==> config.mk <==
export PLATFORM = sky130hd
export DESIGN_NAME = instr_fetch_unit
export DESIGN_NICKNAME = d
export VERILOG_FILES = /design/src/rtl/instr_fetch_unit.sv
export SDC_FILE = /design/constraint.sdc
export NUM_CORES = 1
export LEC_CHECK = 0
export ABC_AREA = 1
export CORE_ASPECT_RATIO = 1.5
export CORE_UTILIZATION = 50
export CTS_CLUSTER_DIAMETER = 80
export CTS_CLUSTER_SIZE = 8
export DETAILED_ROUTE_END_ITERATION = 12
export HOLD_SLACK_MARGIN = 0.1
export PLACE_DENSITY = 0.73
export SYNTH_ARGS = -nofsm -noshare
export SYNTH_HDL_FRONTEND = slang
export SYNTH_SLANG_ARGS = --single-unit
==> constraint.sdc <==
create_clock -name clk -period 6.7 [get_ports clk]
set_clock_uncertainty 0.05 [all_clocks]
set_input_delay 1.34 -clock clk [delete_from_list [all_inputs] [get_ports clk]]
set_output_delay 1.34 -clock clk [all_outputs]
set_load 0.05 [all_outputs]
==> src/rtl/instr_fetch_unit.sv <==
// Fetch stage: issues sequential word requests to instruction memory and queues the responses.
// It hands {instr, pc} pairs to decode in order, and a redirect flushes the queue.
module instr_fetch_unit #(
  parameter logic [31:0] RESET_PC = 32'h0000_0000,
  parameter int          FQ_DEPTH = 4
) (
  input  logic                        clk,
  input  logic                        rst,
  output logic                        imem_req_valid,
  output logic [31:0]                 imem_req_addr,
  input  logic                        imem_req_ready,
  input  logic                        imem_resp_valid,
  input  logic [31:0]                 imem_resp_data,
  input  logic                        redirect_valid,
  input  logic [31:0]                 redirect_pc,
  output logic                        dec_valid,
  output logic [31:0]                 dec_instr,
  output logic [31:0]                 dec_pc,
  input  logic                        dec_ready,
  output logic [$clog2(FQ_DEPTH):0]   fq_count
);

  localparam int AW = $clog2(FQ_DEPTH);
  localparam int CW = AW + 1;

  logic [31:0]   fetch_pc;
  logic [31:0]   resp_pc;
  logic [CW-1:0] outstanding;
  logic [CW-1:0] drop_cnt;
  logic [CW-1:0] count;
  logic [AW-1:0] rd_ptr;
  logic [AW-1:0] wr_ptr;
  logic [31:0]   instr_q [FQ_DEPTH];
  logic [31:0]   pc_q    [FQ_DEPTH];

  logic [CW:0]   credit;
  logic [31:0]   redirect_aligned;
  logic          accept;
  logic          push;
  logic          pop;

  // In-flight requests plus queued entries never exceed the queue size.
  // Because of this, a returning response always finds a free slot.
  assign credit           = {1'b0, outstanding} + {1'b0, count};
  assign redirect_aligned = {redirect_pc[31:2], 2'b00};

  assign imem_req_valid = !rst && !redirect_valid && (credit < (CW+1)'(FQ_DEPTH));
  assign imem_req_addr  = fetch_pc;
  assign accept         = imem_req_valid && imem_req_ready;

  assign push = imem_resp_valid && !redirect_valid && (drop_cnt == '0);

  assign dec_valid = (count != '0) && !redirect_valid;
  assign dec_instr = (count != '0) ? instr_q[rd_ptr] : 32'h0;
  assign dec_pc    = (count != '0) ? pc_q[rd_ptr]    : 32'h0;
  assign pop       = dec_valid && dec_ready;
  assign fq_count  = count;

  always_ff @(posedge clk) begin
    if (rst) begin
      fetch_pc    <= RESET_PC;
      resp_pc     <= RESET_PC;
      outstanding <= '0;
      drop_cnt    <= '0;
      count       <= '0;
      rd_ptr      <= '0;
      wr_ptr      <= '0;
    end else if (redirect_valid) begin
      // Everything still in flight after this cycle belongs to the old path.
      fetch_pc    <= redirect_aligned;
      resp_pc     <= redirect_aligned;
      outstanding <= outstanding - CW'(imem_resp_valid);
      drop_cnt    <= outstanding - CW'(imem_resp_valid);
      count       <= '0;
      rd_ptr      <= '0;
      wr_ptr      <= '0;
    end else begin
      if (accept)
        fetch_pc <= fetch_pc + 32'd4;
      outstanding <= outstanding + CW'(accept) - CW'(imem_resp_valid);
      if (imem_resp_valid && (drop_cnt != '0))
        drop_cnt <= drop_cnt - CW'(1);
      if (push) begin
        instr_q[wr_ptr] <= imem_resp_data;
        pc_q[wr_ptr]    <= resp_pc;
        wr_ptr          <= wr_ptr + AW'(1);
        resp_pc         <= resp_pc + 32'd4;
      end
      if (pop)
        rd_ptr <= rd_ptr + AW'(1);
      count <= count + CW'(push) - CW'(pop);
      assert (!(push && (count == CW'(FQ_DEPTH))));
    end
  end

endmodule

=== Word-level counts from Yosys, hierarchy flattened ===
Memory sizes are Yosys's and may differ from the RTL's. A register that Yosys moved wholly into a read port is not among the register bits.
Index checks and enable logic that the tools add are counted.

* Word-level logic and storage cells: 57
* RAM bits: 256
* Memories kept: 2
* Flip-flop bits (word level): 77
* Input port bits: 70
* Output and inout bits: 101

* Mux-type cells: 17
* Reduce and logical (&&, ||, !) cells: 17
* Add/subtract/negate cells: 11
* Magnitude comparators: 1

{| class="wikitable"
|+ Memory list
! memory !! depth !! bits a word !! rd ports !! clocked after memory_dff !! write ports !! RTL line !! text
|-
| instr_q || 4 || 32 || 1 || 1 || 1 || 33 || <nowiki>logic [31:0] instr_q [FQ_DEPTH];</nowiki>
|-
| pc_q || 4 || 32 || 1 || 1 || 1 || 34 || <nowiki>logic [31:0] pc_q [FQ_DEPTH];</nowiki>
|}

{| class="wikitable"
|+ Operators by type and width
! operator !! count
|-
| 2-to-1 mux 32 bit || 6
|-
| adder 32 x 3 -> 32 bit, second input constant || 2
|-
| 2-to-1 mux 3 bit || 3
|-
| subtractor 3 x 1 -> 3 bit || 3
|-
| logical AND 1 bit || 8
|-
| 2-to-1 mux 2 bit || 4
|-
| adder 3 x 1 -> 3 bit || 2
|-
| nonzero test 2 bit || 3
|-
| nonzero test 3 bit || 2
|-
| adder 2 x 1 -> 2 bit, second input constant || 2
|-
| adder 3 x 3 -> 4 bit || 1
|-
| < comparator 4 x 3 -> 1 bit, second input constant || 1
|-
| 2-to-1 mux 1 bit || 4
|-
| zero test 3 bit || 1
|-
| subtractor 3 x 1 -> 3 bit, second input constant || 1
|-
| zero test 1 bit || 2
|-
| OR reduction 2 bit || 1
|}

=== Logic depth before layout (Yosys ltp) ===
* Word-level depth: 7
* Mapped depth: 13
* Depth with buffers taken out: 12

=== Worst setup path after synthesis ===
OpenSTA, ideal clock, no wires.

* Path type: input-to-reg
* Start: in redirect_valid
* End: mem instr_q[0][0] (enable)
* Setup time: 0.482 ns
* Setup slack: 1.612 ns
* Arrival: 4.556 ns
* Data required time: 6.168 ns
* Cell stages on the path: 5
* Buffers on the path: 0
* Cell sequence: nor2_4 inv_1 nor2_2 inv_1 nor2_1

* Longest elaborated chain between the ends: 7

{| class="wikitable"
|+ Ends and longest elaborated chain
! element !! RTL line !! text
|-
| start: declaration || 14 || <nowiki>input logic redirect_valid,</nowiki>
|-
| zero test 1 bit || 51 || <nowiki>assign push = imem_resp_valid && !redirect_valid && (drop_cnt == '0);</nowiki>
|-
| logical AND 1 bit (2 in series) || 51 ||
|-
| 2-to-1 mux 1 bit || 83 || <nowiki>if (push) begin</nowiki>
|-
| 2-to-1 mux 1 bit (*) || 68 || <nowiki>end else if (redirect_valid) begin</nowiki>
|-
| 2-to-1 mux 1 bit (*) || 60 || <nowiki>if (rst) begin</nowiki>
|-
| 2-to-1 mux 1 bit (not written as such) (*) || 84 || <nowiki>instr_q[wr_ptr] <= imem_resp_data;</nowiki>
|-
| end: declaration || 33 ||
|}

Mark *: on every way between the ends. The rest lies on a longest branch, timed or not.

==> results.sh <==
export IMPL_syn_inst=1573
export IMPL_dp_hpwl_mm=22.4
export IMPL_wl_met1_mm=13.9
export IMPL_cts_resized_gates=0
export IMPL_r2r_end="pc_q[0][26]"
export IMPL_clock_sinks=323
export IMPL_cap_violations=0
export IMPL_synth_edf_count=248
export IMPL_num_fill_cells=2380
export IMPL_detail_route_antenna_nets=0
export IMPL_viasPerCell=5.38
export IMPL_fin_crit_sh_pct=73.9
export IMPL_drc=0
export IMPL_die_w_um=142
export IMPL_power_density_nw_per_um2=264
export IMPL_numCtsBuffers=46
export IMPL_multi_input_area_um2=4930
export IMPL_met2_length_mm=18.5
export IMPL_cp_endpoint="dec_pc[11]"
export IMPL_intPower_uw=3600
export IMPL_fp_dieH_um=211
export IMPL_dr_pass1_iters=6
export IMPL_status="completed"
export IMPL_gp_congestion=0.947
export IMPL_synth_top_cell_area_share_pct=51.0
export IMPL_max_freq_mhz=202
export IMPL_p_comb_share_pct=8.9
export IMPL_io_buffers=164
export IMPL_grt_pass1_vias=11300
export IMPL_swShare_pct=23.4
export IMPL_vias=11500
export IMPL_clk_path_buf_depth=3
export IMPL_rrSetupSlack_ps=3410
export IMPL_slew_viol_final=0
export IMPL_cts_root_buf="clkbuf_16"
export IMPL_irDropWorstVdd_uv=145
export IMPL_cts_hold_buf=0
export IMPL_placed_cell_area_um2=16600
export IMPL_fin_crit_ps=4950
export IMPL_ioPinCount=171
export IMPL_fin_ws_ps=1750
export IMPL_clockPowerShare_pct=42.8
export IMPL_h_tree_depth=2
export IMPL_core_area_um2=28700
export IMPL_n_antenna_cell=0
export IMPL_syn2layout_area_growth_pct=22.0
export IMPL_cts_setup_buffers=0
export IMPL_path_class="register to output pin"
export IMPL_ys_flop_type="edfxtp_1"
export IMPL_top_layer_used="met4"
export IMPL_seqPwrFrac_pct=48.3
export IMPL_netlist_area_um2=14600
export IMPL_r2r_start="drop_cnt[0]"
export IMPL_grt_max_degree=87
export IMPL_crit_path_max_fanout=86
export IMPL_design_area_um2=17800
export IMPL_hold_path_startpoint="rd_ptr[1]"
export IMPL_drive_gt1_share_pct=5.73
export IMPL_yosys_warnings=0
export IMPL_fin_setup_tns_ps=0
export IMPL_grt_overflow_total=0
export IMPL_power_uw=4700
export IMPL_power_switching_uw=1100
export IMPL_seq_area_um2=8950
export IMPL_grt_antenna_before_repair=0
export IMPL_setup_viol=0
export IMPL_critPathCaptureType="output pin"
export IMPL_grt_use_total_pct=24.4
export IMPL_mostFrequentLayoutCell="nor2_1"
export IMPL_worstMarginPinSlew_ps=958
export IMPL_synth_seq_cells=323
export IMPL_die_area_um2=29900
export IMPL_place_ws_ps=1950
export IMPL_clock_latency_ps=530
export IMPL_ys_types=42
export IMPL_fin_hold_ws_ps=424
export IMPL_path_clk_slew_ps=40
export IMPL_maxSlewHeadroom_pct=36.1
export IMPL_rsz0062_at_grt="false"
export IMPL_final_cell_mix="329 x nor2_1, 261 x nand2_1, 248 x edfxtp_1, 173 x o21ai_0, 164 x clkdlybuf4s50_1"
export IMPL_leakagePower_uw=0.00640
export IMPL_crit_path_start_kind="register"
export IMPL_cts_tree="yes"
export IMPL_cp_data_required_time_ps=5310
export IMPL_num_nets_final=1821
export IMPL_wl_mm=35.9
export IMPL_syn_area_per_cell_um2=9.28
export IMPL_drt_initial_drc_count=780
export IMPL_hp_class="register to register"
export IMPL_rows=76
export IMPL_start_util_pct=50.8
export IMPL_async_flop_share_pct=0
export IMPL_ys_top_cells_by_area="edfxtp_1 51%, dfxtp_1 10%, nor2_1 8.6%"
export IMPL_dr_wl_met3_mm=1.93
export IMPL_synth_largest_area_cell="edfxtp_1"
export IMPL_report_final_hold_viol_count=0
export IMPL_crit_arrival_ps=3560
export IMPL_reg2regPathDepth=7
export IMPL_grt_pass1_wl_mm=56.6
export IMPL_seq_area_frac_synth_pct=61.3
export IMPL_wl_per_cell_um=16.8
==> worst max-delay path, stage by stage (launching register included) <==
cell and delay (ps):
dfxtp_4 600, inv_2 360, buf_4 570, o21ai_0 190
a21oi_1 380, clkdlybuf4s50_1 880
==> through the flow <==
stage / util (%) / std cells
4_1_cts: 62.0 / 2135
3_5_place_dp: 57.7 / 2075
6_report: 62.0 / 2135
5_1_grt: 62.0 / 2135
3_3_place_gp: 57.7 / 2075
2_1_floorplan: - / 1576
==> sequential cells by signal, indices dropped and copies added, names as in the netlist, named ones only <==
signal,count
rd_ptr,2
resp_pc,30
pc_q,120
outstanding,3
wr_ptr,2
instr_q,128
imem_req_addr,30
fq_count,3
drop_cnt,3
==> cells in the mapped netlist (2+ instances only) <==
library cell  instances
a21oi_1             119
nand4_1               4
xor2_1                8
o21ai_0             173
buf_4                 5
or2_2                 3
fa_1                  2
edfxtp_1            248
inv_1               113
nand3_1              78
ha_1                 16
nand3b_1              6
xnor2_1               3
nand2_1             261
nor3_1                9
nor2_1              333
nor2_2                9
o21bai_1              4
a31oi_1               6
clkbuf_1             43
buf_6                 2
nor2_4                5
o211ai_1              2
inv_2                 3
and3_1                2
nand2_2               6
buf_2                18
dfxtp_1              75
buf_1                 3
o21ai_1               2
==> layout make-up <==
cell class                      instances  share of cell area (%)
Clock buffer                           58                    6.83
Clock inverter                          2                  0.0913
Inverter                              118                    2.49
Multi-Input combinational cell       1064                    27.7
Sequential cell                       323                    50.3
Tap cell                              390                    2.74
Timing Repair Buffer                  180                    9.89
==> cell families after synthesis <==
| group | count (synthesis) | synth area share [%] |
|---|---|---|
| compound gates | 312 | 11.0 |
| buf+inv | 189 | 5.25 |
| flops | 323 | 61.3 |
| fa+ha+maj | 18 | 1.65 |
| xor+xnor | 11 | 0.660 |
| simple gates | 719 | 20.2 |
| other cells | 1 | 0.0257 |
==> per-layer routing <==
metal  global-route usage (%)  vias up
met1                     27.6     5372
met5                        0        -
li1                         -     5593
met4                     12.3        0
met2                     44.5      426
met3                     3.24      102
==> power groups by stage <==
| stage | Combinational, uW | Clock (uW) | Sequential, uW |
|---|---|---|---|
| after floorplan | 223 | 0 | 2330 |
| after global placement | 405 | 0 | 2300 |
| after detailed placement | 412 | 0 | 2300 |
| after CTS | 415 | 2050 | 2270 |
| after global routing | 449 | 2130 | 2270 |
| final | 416 | 2010 | 2270 |
==> worst min-delay path by stage <==
stage          endpoint  slack, ps  cells past startpoint
5_1_grt        register        450                      2
2_1_floorplan  register        390                      2
3_5_place_dp   register        410                      1
4_1_cts        register        430                      1
3_3_place_gp   register        390                      2
6_report       register        420                      2
No activity file was read; power rests on OpenSTA's default activity.
